--- src/rtl/array_ram_dumper.sv ---
// -----------------------------------------------------------------------------
// array_ram_dumper
//
// Read-out engine for the array RAM. A one-cycle start pulse latches an
// inclusive word range [cfg_first, cfg_last]. Each word in the range is then
// read through a RAM port with one cycle of read latency and streamed out as
// one beat on a valid/ready interface. Each beat carries the data word, its
// address, and a flag that marks the final address of the range.
//
// Ports
//   clk, rst_n             clock (rising edge), asynchronous active-low reset
//   start, abort           dump request (samples cfg_*), cancel in progress
//   cfg_first, cfg_last    inclusive word range to dump
//   ram_re, ram_addr       RAM read request; ram_rdata valid the next cycle
//   ram_rdata              RAM read data
//   m_valid, m_ready       output stream handshake
//   m_data, m_addr, m_last beat payload
//   busy                   high whenever the engine is not idle
//   done, err              one-cycle end-of-dump pulse, err for an empty range
//   dbg_state              current FSM state
//
// Handshake: a beat transfers on a rising edge where m_valid and m_ready are
// both high. While m_valid is high and m_ready is low, m_data, m_addr and
// m_last stay stable. m_valid never depends combinationally on m_ready.
// -----------------------------------------------------------------------------
module array_ram_dumper #(
    parameter int ADDR_W = 12,
    parameter int DATA_W = 32
) (
    input  logic              clk,
    input  logic              rst_n,
    input  logic              start,
    input  logic              abort,
    input  logic [ADDR_W-1:0] cfg_first,
    input  logic [ADDR_W-1:0] cfg_last,
    output logic              ram_re,
    output logic [ADDR_W-1:0] ram_addr,
    input  logic [DATA_W-1:0] ram_rdata,
    output logic              m_valid,
    input  logic              m_ready,
    output logic [DATA_W-1:0] m_data,
    output logic [ADDR_W-1:0] m_addr,
    output logic              m_last,
    output logic              busy,
    output logic              done,
    output logic              err,
    output logic [2:0]        dbg_state
);

    typedef enum logic [2:0] {
        ST_IDLE = 3'd0,
        ST_RD   = 3'd1,
        ST_CAP  = 3'd2,
        ST_OUT  = 3'd3,
        ST_FIN  = 3'd4
    } state_t;

    state_t            state_q;
    logic [ADDR_W-1:0] addr_q;
    logic [ADDR_W-1:0] last_q;
    logic              err_flag_q;
    logic              ram_re_q;
    logic              m_valid_q;
    logic [DATA_W-1:0] m_data_q;
    logic [ADDR_W-1:0] m_addr_q;
    logic              m_last_q;
    logic              done_q;
    logic              err_q;

    always_ff @(posedge clk or negedge rst_n) begin
        if (!rst_n) begin
            state_q    <= ST_IDLE;
            addr_q     <= '0;
            last_q     <= '0;
            err_flag_q <= 1'b0;
            ram_re_q   <= 1'b0;
            m_valid_q  <= 1'b0;
            m_data_q   <= '0;
            m_addr_q   <= '0;
            m_last_q   <= 1'b0;
            done_q     <= 1'b0;
            err_q      <= 1'b0;
        end else begin
            // done/err are single-cycle pulses raised only on entry to FIN.
            done_q <= 1'b0;
            err_q  <= 1'b0;

            if (abort && state_q != ST_IDLE) begin
                // Abort overrides every transition: drop the beat in flight
                // and any pending read, and end without a done pulse.
                state_q    <= ST_IDLE;
                ram_re_q   <= 1'b0;
                m_valid_q  <= 1'b0;
                err_flag_q <= 1'b0;
            end else begin
                case (state_q)
                    ST_IDLE: begin
                        // An abort in the same cycle drops the request.
                        if (start && !abort) begin
                            last_q <= cfg_last;
                            if (cfg_first > cfg_last) begin
                                err_flag_q <= 1'b1;
                                done_q     <= 1'b1;
                                err_q      <= 1'b1;
                                state_q    <= ST_FIN;
                            end else begin
                                addr_q   <= cfg_first;
                                ram_re_q <= 1'b1;
                                state_q  <= ST_RD;
                            end
                        end
                    end
                    ST_RD: begin
                        ram_re_q <= 1'b0;
                        state_q  <= ST_CAP;
                    end
                    ST_CAP: begin
                        m_data_q  <= ram_rdata;
                        m_addr_q  <= addr_q;
                        m_last_q  <= (addr_q == last_q);
                        m_valid_q <= 1'b1;
                        state_q   <= ST_OUT;
                    end
                    ST_OUT: begin
                        if (m_ready) begin
                            m_valid_q <= 1'b0;
                            // The last flag was resolved before any increment,
                            // so a range ending at the top address never wraps.
                            if (m_last_q) begin
                                done_q  <= 1'b1;
                                err_q   <= err_flag_q;
                                state_q <= ST_FIN;
                            end else begin
                                addr_q   <= addr_q + 1'b1;
                                ram_re_q <= 1'b1;
                                state_q  <= ST_RD;
                            end
                        end
                    end
                    ST_FIN: begin
                        err_flag_q <= 1'b0;
                        state_q    <= ST_IDLE;
                    end
                    default: begin
                        state_q <= ST_IDLE;
                    end
                endcase
            end
        end
    end

    assign ram_re    = ram_re_q;
    assign ram_addr  = addr_q;
    assign m_valid   = m_valid_q;
    assign m_data    = m_data_q;
    assign m_addr    = m_addr_q;
    assign m_last    = m_last_q;
    assign busy      = (state_q != ST_IDLE);
    assign done      = done_q;
    assign err       = err_q;
    assign dbg_state = state_q;

endmodule

--- config.mk ---
export PLATFORM = sky130hd
export DESIGN_NAME = array_ram_dumper
export DESIGN_NICKNAME = d
export VERILOG_FILES = /design/src/rtl/array_ram_dumper.sv
export SDC_FILE = /design/constraint.sdc
export NUM_CORES = 1
export LEC_CHECK = 0
export ABC_AREA = 1
export ABC_CLOCK_PERIOD_IN_PS = 1600
export CAP_MARGIN = 20
export CORE_MARGIN = 3
export CORE_UTILIZATION = 48
export CTS_BUF_LIST = sky130_fd_sc_hd__clkbuf_4 sky130_fd_sc_hd__clkbuf_8
export CTS_CLUSTER_DIAMETER = 30
export DETAILED_ROUTE_END_ITERATION = 12
export PLACE_DENSITY = 0.82
export SYNTH_ARGS = -nofsm -noshare
export SYNTH_HDL_FRONTEND = slang
export SYNTH_SLANG_ARGS = --single-unit
export TNS_END_PERCENT = 10
--- constraint.sdc ---
create_clock -name clk -period 1.6 [get_ports clk]
set_clock_uncertainty 0.1 [all_clocks]
set_input_delay 0.16 -clock clk [delete_from_list [all_inputs] [get_ports clk]]
set_output_delay 0.16 -clock clk [all_outputs]
set_load 0.01 [all_outputs]
# Word level (Yosys, flattened, before mapping)
# Index checks and enable logic that the tools add are counted.
dict set report word_totals {
  ff_bits 77
  input_bits 61
  output_inout_bits 65
  word_cells 78
}
dict set report classes {
  n_addsub 1
  order_cmp 1
  n_eq_ne 14
  mux 34
  n_bitwise 1
  reduce_logical 16
}
# operator n
set op_table {}
lappend op_table {{two-way mux 12 bit} 4}
lappend op_table {{one-hot mux 12 bit (2 select lines)} 1}
lappend op_table {{two-way mux 1 bit} 18}
lappend op_table {{two-way mux 3 bit} 5}
lappend op_table {{!= test 3 bit (second input constant)} 5}
lappend op_table {{adder 12 x 1 -> 12 bit (second input constant)} 1}
lappend op_table {{equality test 12 bit} 1}
lappend op_table {{greater-than comparator 12 bit} 1}
lappend op_table {{one-hot mux 3 bit (4 select lines)} 1}
lappend op_table {{nonzero test 3 bit} 3}
lappend op_table {{!= test 2 bit (second input constant)} 4}
lappend op_table {{one-hot mux 1 bit (2 select lines)} 4}
lappend op_table {{equality test 3 x 2 -> 1 bit (second input constant)} 2}
lappend op_table {{AND reduction 2 bit} 3}
lappend op_table {{AND reduction 3 bit} 2}
lappend op_table {{AND reduction 6 bit} 1}
lappend op_table {{AND reduction 5 bit} 1}
lappend op_table {{nonzero test 4 bit} 1}
lappend op_table {{equality test 3 x 1 -> 1 bit (second input constant)} 1}
lappend op_table {{equality test 3 bit (second input constant)} 1}
lappend op_table {{logical NOT 3 bit} 1}
lappend op_table {{one-hot mux 1 bit (3 select lines)} 1}
lappend op_table {{logical AND 1 bit} 2}
lappend op_table {{nonzero test 2 bit} 1}
lappend op_table {{other kinds (2)} 2}

# Depth between registers and ports, before layout
dict set report depth {
  word_depth 5
  depth_mapped 14
  depth_no_buf 14
}

# Worst setup path after synthesis
# No wires, ideal clock.
dict set report synth_timing {
  path_type {input-to-reg}
  startpoint {input cfg_last[11]}
  endpoint {register addr_q[9], in the netlist ram_addr[9]}
  setup_ns 0.117
  arrival_ns 1.344
  required_ns 1.383
  slack_ns 0.039
  cell_stages 12
  n_path_buf 1
  cell_sequence {inv_1 > ha_1 > nand2_1 > inv_2 > nand2_2 > nor2_4 > nand4_4 > nand3_4 > nand3_4 > buf_12 > nand2_2 > nand2_1}
}
dict set report synth_between {
  elab_chain_cells 3
}
# item line_no
set synth_lines {}
lappend synth_lines {{from (decl)} 35} ;# input logic [ADDR_W-1:0] cfg_last,
lappend synth_lines {{greater-than comparator 12 bit} 101} ;# if (cfg_first > cfg_last) begin
lappend synth_lines {{!= test 2 bit (no line)} n/a}
lappend synth_lines {{AND reduction 6 bit (no line)} n/a}
lappend synth_lines {{to (signal assigned)} 107} ;# addr_q <= cfg_first;
lappend synth_lines {{to (signal assigned)} 134} ;# addr_q <= addr_q + 1'b1;
lappend synth_lines {{to (decl)} 59} ;# logic [ADDR_W-1:0] addr_q;
# Every way passes these cells.
# A chain may end at the register's enable or synchronous reset.

# Worst setup path in the final report
dict set report layout_timing {
  startpoint {register state_q[2], in the netlist dbg_state[2]}
  endpoint {register addr_q[3], in the netlist ram_addr[3]}
}
dict set report layout_between {
  elab_chain_cells 4
  elab_cells_between_ends 12
  classes_between {5 x eq/ne; 1 x mux; 1 x bitwise; 5 x reduce/logical}
}
# item line_no
set layout_lines {}
lappend layout_lines {{from (decl)} 58} ;# state_t state_q;
lappend layout_lines {{from (signal assigned)} 72} ;# state_q <= ST_IDLE;
lappend layout_lines {{from (signal assigned)} 91} ;# state_q <= ST_IDLE;
lappend layout_lines {{from (signal assigned)} 105} ;# state_q <= ST_FIN;
lappend layout_lines {{branches (longest 4 deep; another with AND reduction 6 bit)} n/a}
# Parallel ways; which one is timed is not known.

==> results.cfg <==
[routing]
vias = 4217
drc = 0
wl_mm = 12.8
dr.pass1.iters = 5
via_per_inst = 5.26
drt_iter0_markers = 312
wl_per_cell_um = 15.9
antenna_violating_nets_post_route = 0

[sta]
worst_pin_slew_ps = 310
hold_violations = 0
setup_slack_ps = -118
finalCritPeriodShare_pct = 107
slew_headroom_pct = 79.1
rsz0062_at_grt = true
setup-violations-final = 11
period_needed_ps = 1720
max_freq_mhz = 582
hold-worst-slack_ps = 21.7
drv_slew = 0
setup_tns_ps = -456

[place]
placedCellCount = 765
post_dp_cell_area_um2 = 5700
io_buffers = 125
gp_congestion = 0.895
dp_hpwl_mm = 8.79

[die]
coreArea_um2 = 7970
row_count = 32
io_pins = 126
start_util_pct = 50.9
die_y_um = 97.9
dieArea_um2 = 9590
die_w_um = 97.9

[finish]
drive_above_1_share_pct = 23.6
finalInstanceArea_um2 = 6260
antenna_cells = 0
final_cells = 801
nets = 768
fill_cells = 551
syn2layout_area_growth_pct = 54.4

[critical_path]
slowest_delay_ps = 450
cp-start-kind = flip-flop
end_kind = flip-flop
crit_arrival_ps = 1900
crit_path_frequent_cell = nand2_1
worstPathRequired_ps = 1790
critPathBufInv = 2
worstPathCellList = inv_2 -> nand2_4 -> nor2_8 -> clkinvlp_4 -> a21oi_2 -> o21ai_1 -> nand2_1 -> nand4_1 -> nand2_1
crit_family = simple AND/OR/NAND/NOR gates
crit_path_max_fanout = 7
crit_type = flip-flop to flip-flop
crit_slowest_cell = dfrtp_2

[clock_tree]
cts_max_level = 3
cts.path.max_buffers = 2
clkLatencyLatePin_ps = 360
clock_sinks = 77
cts-root-buf = clkbuf_8
cts_tree = yes
numCtsBuffers = 9
path_clk_slew_ps = 80

[yosys]
yosys_register_bits = 77
netlist.area_leader.share_pct = 47.5
synth_common_cells = nand2_1 (222), dfrtp_1 (77), inv_1 (42)
synthTopCellsByArea = dfrtp_1 (48%), nand2_1 (21%), ha_1 (4.0%)
yosys.area.top_type = dfrtp_1
syn-instance-count = 509
synth.avg_cell_area_um2 = 7.97
synthFlopType = dfrtp_1
synth_edf_count = 0
syn_area_um2 = 4060
yosysWarnings = 0
async_flop_share_pct = 100
synth_most_common_cell = nand2_1
yosysSeqAreaShare_pct = 47.5
synth_nets = 583
synth.distinct_cells = 34

[pwr]
peakVddDrop_mv = 0.779
leakage_nw = 3.22
power_per_cell_area_nw_per_um2 = 1760
p_total_mw = 11.0

[hold_path]
hp-class = input pin to flip-flop

[outcome]
status = complete, but fails checks
violations = negative setup slack

[global_route]
grt_pass1_vias = 4172
grt_pass1_wl_mm = 20.7
grtUsageMet2_pct = 44.3
grt.busiest_layer = met2
grtUsageMet3_pct = 5.43
grt_util_met1_pct = 34.0
grt_overflow = 0
antenna_found_initial = 0
grt_max_degree = 38
grtUsageTotal_pct = 26.7

[run]
maxCapViolCount = 0
## repair_timing
action | 4_1_cts | 5_1_grt
buffers inserted | 13 | 3
pin swaps | 21 | 8
resized for setup | 79 | 16
cloned | 3 | 0
endpoints found under the hold margin | 77 | 0
endpoints found under the setup margin | 72 | 65
hold buffers | 1 | 0
## power breakdown
| part | internal [mW] | switching [mW] |
|---|---|---|
| logic | 2.78 | 3.14 |
| clock network | 0.896 | 0.754 |
| registers | 2.83 | 0.606 |
## per-stage QoR
| stage | utilization (%) | setup WS [ps] |
|---|---|---|
| after global placement | 71.6 | -483 |
| after detailed placement | 71.6 | -554 |
| after floorplan | - | 39.4 |
| final | 78.6 | -118 |
| after CTS | 77.6 | -44.2 |
| after global routing | 78.6 | -189 |
## cell usage in the layout, fill, tap and decap left out, types with 5 or more instances in the layout
cell type,instances
nand2_1,220
clkdlybuf4s50_1,86
dfrtp_1,67
buf_4,58
dlygate4sd2_1,32
inv_1,27
nand4_1,21
o21ai_0,21
inv_2,17
nand2_2,14
nand3_1,12
o21ai_1,11
nor2_1,10
dfrtp_2,10
a21oi_1,9
ha_4,9
clkbuf_8,9
or2_2,6
nor2_2,5
buf_12,5
## per-layer routing
layer | wire (um) | vias up | part of all wire, %
met4 | 309 | 0 | 2.4
li1 | - | 1980 | -
met1 | 5280 | 1981 | 41
met2 | 6130 | 224 | 48
met3 | 1030 | 32 | 8.1
met5 | 0 | - | 0
## layout make-up
| type | count | area, um^2 | share of cell area [%] |
|---|---|---|---|
| tap | 102 | 128 | 2.04 |
| clock buffer | 10 | 131 | 2.10 |
| clock inverter | 6 | 87.6 | 1.40 |
| inverter | 46 | 179 | 2.86 |
| sequential | 77 | 1940 | 31.0 |
| timing repair buffer | 191 | 1790 | 28.6 |
| multi-input combinational | 368 | 2000 | 31.9 |
| timing repair inverter | 1 | 7.51 | 0.120 |
## cells by family after synthesis
logic type      share of synthesized area, %
flops                                   47.5
fa+ha+maj                               4.01
xor+xnor                                1.08
buf+inv                                 7.74
simple gates                            33.4
compound gates                          6.29
## worst min-delay path: cells and delay by family
kind / cells / cell delay, ps
buffers and inverters: 2 / 200
AO/OA/AOI/OAI: 1 / 80
## registers in the layout, summed over array words and instances (netlist names)
signal	flops
m_data	32
ram_addr	12
err	1
last_q	12
dbg_state	3
m_addr	12
done	1
err_flag_q	1
m_last	1
ram_re	1
m_valid	1
## worst paths after layout
kind,slack (ps),to,cells past startpoint,start
max,-120,ram_addr[3]$_DFFE_PN0P_,9,dbg_state[2]$_DFFE_PN0P_
min,20,last_q[1]$_DFFE_PN0P_,3,cfg_last[1]
max reg2reg,-120,ram_addr[3]$_DFFE_PN0P_,9,dbg_state[2]$_DFFE_PN0P_
min reg2reg,370,m_data[22]$_DFFE_PN0P_,2,m_data[22]$_DFFE_PN0P_
max in group asynchronous,650,ram_addr[6]$_DFFE_PN0P_,3,rst_n
min in group asynchronous,130,m_data[27]$_DFFE_PN0P_,2,rst_n
(Power assumes the default switching activity.)
